==> src/rtl/fir_frame_ctrl.sv <==
// Frame sequencer for a free-running FIR: buffers one frame, clears the filter,
// streams the frame plus NUM_TAPS-1 flush zeros, and tags the output with valid/last.
//
//   state | meaning
//   IDLE  | accept samples into the buffer until in_last or buffer full
//   CLEAR | fir_clr high for one cycle, fir_x = 0
//   FEED  | fir_x = buffered sample, one per cycle, n cycles
//   FLUSH | fir_x = 0 for NUM_TAPS-1 cycles to drain the delay line
//   DRAIN | fir_x = 0, wait FIR_LAT cycles for the tag pipeline to empty
module fir_frame_ctrl #(
   parameter int DATA_W    = 16,
   parameter int ACC_W     = 32,
   parameter int FRAME_LEN = 20,
   parameter int NUM_TAPS  = 4,
   parameter int FIR_LAT   = 1
) (
   input  logic                     clk,
   input  logic                     reset,
   input  logic                     in_valid,
   output logic                     in_ready,
   input  logic signed [DATA_W-1:0] in_data,
   input  logic                     in_last,
   output logic signed [DATA_W-1:0] fir_x,
   output logic                     fir_clr,
   input  logic signed [ACC_W-1:0]  fir_y,
   output logic                     out_valid,
   output logic signed [ACC_W-1:0]  out_data,
   output logic                     out_last,
   output logic                     busy,
   output logic                     frame_done
);

   localparam int PTR_W   = $clog2(FRAME_LEN + 1);
   localparam int TMR_MAX = (NUM_TAPS > FIR_LAT) ? NUM_TAPS : FIR_LAT;
   localparam int TMR_W   = $clog2(TMR_MAX + 1);
   localparam logic [PTR_W-1:0] FULL     = PTR_W'(FRAME_LEN);
   localparam logic [TMR_W-1:0] FLUSH_TC = TMR_W'((NUM_TAPS > 1) ? NUM_TAPS - 2 : 0);
   localparam logic [TMR_W-1:0] DRAIN_TC = TMR_W'(FIR_LAT - 1);

   typedef enum logic [2:0] {IDLE, CLEAR, FEED, FLUSH, DRAIN} state_t;

   state_t                   state, state_nxt;
   logic [PTR_W-1:0]         count, count_nxt;
   logic [PTR_W-1:0]         rd_ptr, rd_ptr_nxt;
   logic [TMR_W-1:0]         tmr, tmr_nxt;
   logic signed [DATA_W-1:0] mem [FRAME_LEN];
   logic signed [DATA_W-1:0] fir_x_nxt;
   logic                     fir_clr_nxt;
   logic                     in_ready_nxt;
   logic                     done_nxt;
   logic                     accept;
   logic                     feed_end;
   logic                     vld_in;
   logic                     lst_in;
   logic [FIR_LAT-1:0]       vld_pipe;
   logic [FIR_LAT-1:0]       lst_pipe;

   // in_ready is only ever high while IDLE, so accept implies IDLE
   assign accept   = in_valid && in_ready;
   assign feed_end = (rd_ptr == count);

   always_comb begin
      state_nxt  = state;
      count_nxt  = count;
      rd_ptr_nxt = rd_ptr;
      tmr_nxt    = tmr;
      fir_x_nxt  = '0;
      done_nxt   = 1'b0;
      vld_in     = 1'b0;
      lst_in     = 1'b0;
      case (state)
         IDLE: begin
            if (accept) begin
               count_nxt = count + 1'b1;
               if (in_last || (count == FULL - 1'b1)) state_nxt = CLEAR;
            end
         end
         CLEAR: begin
            state_nxt  = FEED;
            fir_x_nxt  = mem[rd_ptr];
            rd_ptr_nxt = rd_ptr + 1'b1;
         end
         FEED: begin
            vld_in = 1'b1;
            if (feed_end) begin
               if (NUM_TAPS == 1) begin
                  lst_in    = 1'b1;
                  state_nxt = DRAIN;
                  tmr_nxt   = DRAIN_TC;
               end else begin
                  state_nxt = FLUSH;
                  tmr_nxt   = FLUSH_TC;
               end
            end else begin
               fir_x_nxt  = mem[rd_ptr];
               rd_ptr_nxt = rd_ptr + 1'b1;
            end
         end
         FLUSH: begin
            vld_in = 1'b1;
            if (tmr == '0) begin
               lst_in    = 1'b1;
               state_nxt = DRAIN;
               tmr_nxt   = DRAIN_TC;
            end else begin
               tmr_nxt = tmr - 1'b1;
            end
         end
         DRAIN: begin
            if (tmr == '0) begin
               state_nxt  = IDLE;
               count_nxt  = '0;
               rd_ptr_nxt = '0;
               done_nxt   = 1'b1;
            end else begin
               tmr_nxt = tmr - 1'b1;
            end
         end
         default: state_nxt = IDLE;
      endcase
      fir_clr_nxt  = (state_nxt == CLEAR);
      // staying low through the frame_done cycle opens the next frame one cycle later
      in_ready_nxt = (state == IDLE) && (state_nxt == IDLE) && (count_nxt < FULL);
   end

   always_ff @(posedge clk or negedge reset) begin
      if (!reset) begin
         state      <= IDLE;
         count      <= '0;
         rd_ptr     <= '0;
         tmr        <= '0;
         fir_x      <= '0;
         fir_clr    <= 1'b1;
         in_ready   <= 1'b0;
         frame_done <= 1'b0;
         vld_pipe   <= '0;
         lst_pipe   <= '0;
      end else begin
         state      <= state_nxt;
         count      <= count_nxt;
         rd_ptr     <= rd_ptr_nxt;
         tmr        <= tmr_nxt;
         fir_x      <= fir_x_nxt;
         fir_clr    <= fir_clr_nxt;
         in_ready   <= in_ready_nxt;
         frame_done <= done_nxt;
         vld_pipe   <= (vld_pipe << 1) | FIR_LAT'(vld_in);
         lst_pipe   <= (lst_pipe << 1) | FIR_LAT'(lst_in);
      end
   end

   // count doubles as the write pointer
   always_ff @(posedge clk) begin
      if (accept) mem[count] <= in_data;
   end

   assign busy      = (state != IDLE);
   assign out_valid = vld_pipe[FIR_LAT-1];
   assign out_last  = lst_pipe[FIR_LAT-1];
   assign out_data  = fir_y;

endmodule

==> config.mk <==
export PLATFORM = sky130hd
export DESIGN_NAME = fir_frame_ctrl
export DESIGN_NICKNAME = d
export VERILOG_FILES = /design/src/rtl/fir_frame_ctrl.sv
export SDC_FILE = /design/constraint.sdc
export NUM_CORES = 1
export LEC_CHECK = 0
export CAP_MARGIN = 5
export CORE_UTILIZATION = 60
export CTS_BUF_LIST = sky130_fd_sc_hd__clkbuf_2
export DETAILED_ROUTE_END_ITERATION = 6
export DONT_BUFFER_PORTS = 1
export PLACE_DENSITY_LB_ADDON = 0.1
export REMOVE_ABC_BUFFERS = 1
export SYNTH_ARGS = -nofsm -noshare
export SYNTH_HDL_FRONTEND = slang
export SYNTH_SLANG_ARGS = --single-unit
export TNS_END_PERCENT = 20
==> constraint.sdc <==
create_clock -name clk -period 6.8 [get_ports clk]
set_clock_uncertainty 0.2 [all_clocks]
set_input_delay 2.04 -clock clk [delete_from_list [all_inputs] [get_ports clk]]
set_output_delay 2.04 -clock clk [all_outputs]
set_load 0.05 [all_outputs]
==> flow_summary.toml, run 1 <==
[worst_setup_path]
critPathSlowestCell = "dfrtp_1"
cp-start-kind = "flip-flop"
path_cells = "nor3_2 > inv_2"
critPathArrivalTime_ns = 2.20
endpoint_kind = "output port"
cp.depth = 2
r2r_cells = 6
critical_path.max_stage_delay_ns = 0.58
worst-setup-path-type = "flip-flop to output port"
cp_max_fo = 13
cpLargestDelayFamily = "flip-flops"
crit_buf_inv = 1
worstPathRequired_ns = 4.56

[route]
wl_mm = 30.2
avgViaCountPerCell = 6.23
via_count = 7004
drtAntennaViolNets = 0
wire_per_inst_um = 26.9
drt_first_pass_iters = 7
drc = 0
drt_iter0_markers = 660

[yosys]
synth_area_leaders = "edfxtp_1 (67%), mux4_2 (9.1%), dfrtp_1 (6.3%), mux4_1 (4.0%), buf_4 (1.8%)"
synth_edf_count = 320
synth_flop_cell = "edfxtp_1"
synth_top_area_cell = "edfxtp_1"
seq_area_frac_synth_pct = 73.2
ys.warnings.count = 0
syn_area_per_cell_um2 = 20.0
synth-seq-cells = 357
ys_async_sr_fraction_pct = 10.4
synth_cells = 719
netlist-cell-type-count = 61
synth_top_area_share_pct = 66.8
syn_area_mm2 = 0.0144

[clocking]
cts_hold_buf = 0
cts_buffers = 84
cts_buffer_depth = 3
cts-root-buf = "clkbuf_2"
clkTransAtPathRegs_ns = 0.09
cts_resized = 0
cts.htree.levels = 3
post_cts_buffers = 0
cts_tree = "built"
clk_latency_ns = 0.84
clock_sinks = 357

[sta]
worst_slew_pin_slew_ns = 0.952
rsz0062_at_grt = "no"
timing.fmax_ghz = 0.225
period_minus_slack_ns = 4.44
hold_viol = 0
slew_headroom_pct = 36.5
maxSlewViolCount = 0
finalCritPeriodShare_pct = 65.3
fin_ws_ns = 2.36
tns_ns = 0
setup_violations = 0

[global_routing]
track_usage_pct = 26.0
antenna_found_initial = 1
grt_max_degree = 51
grt_pass1_vias = 6893
grt_pass1_wl_mm = 44.1
grt-ovfl-total = 0

[pwr]
p_leak_nw = 5.06
power_density_mw_per_mm2 = 380
peakVddDrop_mv = 0.277
power_mw = 5.73

[finish]
drive_gt1_share_pct = 29.6
final_cell_mix = "edfxtp_1 (320), clkbuf_2 (113), mux4_2 (58)"
regArea_mm2 = 0.0105
fin_nets = 801
final_core_util_pct = 64.2
area_growth_pct = 4.77
fill_cells = 1622
multi_input_area_mm2 = 0.00333
fin_area_mm2 = 0.0151
layout.cells.most_common = "edfxtp_1"

[die]
io_pins = 106
core_mm2 = 0.0235
start_util_pct = 61.3
die_h_um = 157
design.die.area_mm2 = 0.0246
rows = 56
fp.dieW_um = 157

[placement]
dp_hpwl_mm = 18.5
port_buffers = 0
gp_congestion = 0.861
dpl_cell_area_mm2 = 0.0143
dp_slack_ns = 2.52

[flow_run]
maxCapViolCount = 0

[hold_path]
hp-class = "flip-flop to flip-flop"
holdPathStages = 1

[outcome]
outcome = "finished clean"
[worst register-to-register path, stage by stage, from the launching register on]
cell and delay (ns):
dfrtp_4 0.81, buf_4 0.83, mux4_2 0.64, o22ai_1 0.33
a211oi_1 0.17, a21oi_2 0.18, nor2_1 0.05
[worst paths after layout]
path / to / startpoint / slack [ns]
setup / recovery: busy / state[0] / 2.36
hold / removal: tmr[0] / tmr[0] / 0.36
setup reg to reg: fir_x[12] / rd_ptr[1] / 3.43
hold reg to reg: tmr[0] / tmr[0] / 0.36
max in group asynchronous: fir_clr / reset / 5.51
min in group asynchronous: fir_x[6] / reset / 0.67
[metal layers]
layer	GRT usage (%)	up-vias	routed length [um]
li1	-	3004	-
met1	34.9	3625	12500
met2	39.3	323	14300
met3	8.31	52	2510
met4	11.5	0	907
met5	0	-	0
[cell usage after synthesis (2+ instances only)]
master	n
edfxtp_1	320
mux4_2	58
nor2_1	41
dfrtp_1	36
buf_4	35
mux4_1	22
mux2i_1	19
a211oi_1	17
o22ai_1	16
nand2_1	15
buf_2	13
a21oi_2	11
a21oi_1	9
nand3_1	8
ha_1	7
o21ai_0	7
buf_12	6
clkbuf_1	6
inv_1	6
nand2b_1	6
buf_6	5
xnor2_1	5
a21o_1	3
and2_1	3
a21boi_1	2
a22o_1	2
and3_1	2
clkbuf_4	2
inv_2	2
nor2_2	2
nor3_1	2
o21ai_1	2
[power breakdown]
part	switching, mW	internal, mW	total, mW
logic	0.894	0.697	1.59
clock network	0.796	0.493	1.29
registers	0.332	2.52	2.85
[sequential cells by signal, summed over array words and instances, names as in the netlist]
name        count
count           5
fir_clr         1
fir_x          16
frame_done      1
in_ready        1
mem           320
out_last        1
out_valid       1
rd_ptr          5
state           3
tmr             3
[cell type report]
cell class	instances	share of cell area (%)
Antenna cell	1	0.0166
Clock buffer	113	3.75
Clock inverter	35	1.09
Inverter	8	0.199
Multi-Input combinational cell	285	22.1
Sequential cell	357	69.9
Tap cell	319	2.65
Timing Repair Buffer	6	0.299
[stage by stage]
step | cells | hold WS, ns
after CTS | 1123 | 0.366
final | 1124 | 0.358
after global routing | 1124 | 0.417
after global placement | 975 | 0.326
after detailed placement | 975 | 0.346
after floorplan | 650 | 0.307
[kinds of logic after synthesis]
| group | count (synthesis) | synth area share, % |
|---|---|---|
| xor gates and xnor gates | 5 | 0.304 |
| DFF | 357 | 73.2 |
| buffers and inverters | 77 | 4.03 |
| AOI/OAI and AO/OA | 81 | 4.18 |
| adders and majority gates | 7 | 0.609 |
| and+or+nand+nor | 93 | 3.23 |
| muxes | 99 | 14.4 |
(Power assumes the default switching activity.)
==> inputs of run 2 (changes only) <==
Clock period 6.8 ns to 4.5 ns, I/O delays scaled along.
==> run 2 against run 1 <==
Combinational power is 46% higher; clock-buffer cell count is 18 higher; cell area is 0.96% higher; worst hold slack worse by 0.25 ns; sequential power is 52% higher; setup slack worse by 1.6 ns; flip-flop and latch count stayed put; register-to-register slack worse by 1.8 ns; non-clock buffer count is 7 higher; critical endpoint unchanged; largest cell class unchanged; largest power group unchanged.
==> flow_summary.toml, run 2 (synthesis gave the netlist of run 1 again) <==
[placement]
dpl_cell_area_mm2 = 0.0144
gp_congestion = 0.843
port_buffers = 0
dp_hpwl_mm = 17.8
dp_slack_ns = 1.12

[pwr]
power_density_mw_per_mm2 = 572
power_mw = 8.71
p_leak_nw = 5.16
peakVddDrop_mv = 0.335

[route]
drt_iter0_markers = 600
drc = 0
wire_per_inst_um = 25.9
wl_mm = 29.5
via_count = 6891
drtAntennaViolNets = 0
avgViaCountPerCell = 6.05
drt_first_pass_iters = 5

[die]
core_mm2 = 0.0235
die_h_um = 157
io_pins = 106
start_util_pct = 61.3
design.die.area_mm2 = 0.0246
rows = 56
fp.dieW_um = 157

[global_routing]
grt-busiest-layer = "met2"
grt_max_degree = 41
grt_pass1_wl_mm = 44.8
met1_usage_pct = 34.6
antenna_found_initial = 1
met2_usage_pct = 41.3
grt-ovfl-total = 0
grt_pass1_vias = 7259
use_met3_pct = 7.09
track_usage_pct = 25.8

[worst_setup_path]
critPathArrivalTime_ns = 2.24
endpoint_kind = "output port"
reg2reg_slack_ns = 1.59
regToRegEndpoint = "fir_x[9]"
worstPathRequired_ns = 2.95
worst-setup-path-type = "flip-flop to output port"
r2r_start = "rd_ptr[1]"
r2r_cells = 6
cp_max_fo = 13
cp-start-kind = "flip-flop"

[clocking]
clkTransAtPathRegs_ns = 0.11
cts_resized = 0
post_cts_buffers = 0
clock_sinks = 357
cts_buffers = 85
cts-root-buf = "clkbuf_2"
cts_hold_buf = 1
clk_latency_ns = 0.87
cts.htree.levels = 3
cts_tree = "built"
cts_buffer_depth = 3

[finish]
fin_nets = 809
top_register = "mem"
largest_registers = "mem: 320 flops, fir_x: 16 flops"
fin_area_mm2 = 0.0152
largest_reg_flops = 320
layout.cells.most_common = "edfxtp_1"
area_growth_pct = 5.78
drive_gt1_share_pct = 31.3
final_cell_mix = "edfxtp_1 (320), clkbuf_2 (131), mux4_2 (58)"

[sta]
hold_viol = 0
slew_headroom_pct = 28.8
worst_slew_pin_slew_ns = 1.07
finalCritPeriodShare_pct = 84.2
period_minus_slack_ns = 3.79
maxSlewViolCount = 0
rsz0062_at_grt = "no"
tns_ns = 0
setup_violations = 0
timing.fmax_ghz = 0.264
fin_ws_ns = 0.709

[hold_path]
hp-class = "input port to async pin"

[outcome]
outcome = "finished clean"

[flow_run]
maxCapViolCount = 0
==> run 2: cell count changes in the layout (fill, tap and decap cells not counted), sizes merged <==
| cell | delta |
|---|---|
| clkbuf | +18 |
| buf | +7 |
| clkinv | -7 |
| inv | -3 |
==> run 2: stage by stage <==
stage	util (%)	hold WS [ns]	std cells
finish	64.8	0.104	1139
global route	64.8	0.0574	1139
CTS	64.8	0.0280	1138
detailed placement	61.4	0.335	981
global placement	61.4	0.325	981
floorplan	-	0.307	650
==> run 2: routing by layer <==
metal	vias up	part of all wire [%]
met3	26	7.3
met1	3575	41
li1	3016	-
met4	0	1.2
met2	274	51
met5	-	0
==> run 2: final cells by class <==
type	instances	area, um2
Antenna cell	1	2.50
Clock buffer	131	656
Clock inverter	25	121
Fill cell	1642	8250
Inverter	8	30.0
Multi-Input combinational cell	285	3330
Sequential cell	357	10500
Tap cell	319	399
Timing Repair Buffer	13	143
==> run 2: where the power goes <==
group	internal [mW]	switching (mW)
Combinational	1.08	1.24
Clock	0.827	1.23
Sequential	3.80	0.533
==> run 2: how the worst max path moves through the flow <==
| stage | start | end | slack (ns) | cells after the start |
|---|---|---|---|---|
| after global routing | state[0] | busy | 0.61 | 2 |
| after CTS | state[0] | busy | 0.66 | 2 |
| after global placement | in_valid | mem[18][2] | 1.21 | 3 |
| after detailed placement | in_valid | mem[10][1] | 1.12 | 3 |
| final | state[0] | busy | 0.71 | 2 |
| after floorplan | rd_ptr[1] | fir_x[10] | 0.34 | 5 |
==> run 2: worst max-delay path: stages, from the launching register on <==
cell     delay [ns]
dfrtp_1        0.59
nor3_2         0.51
inv_2          0.26
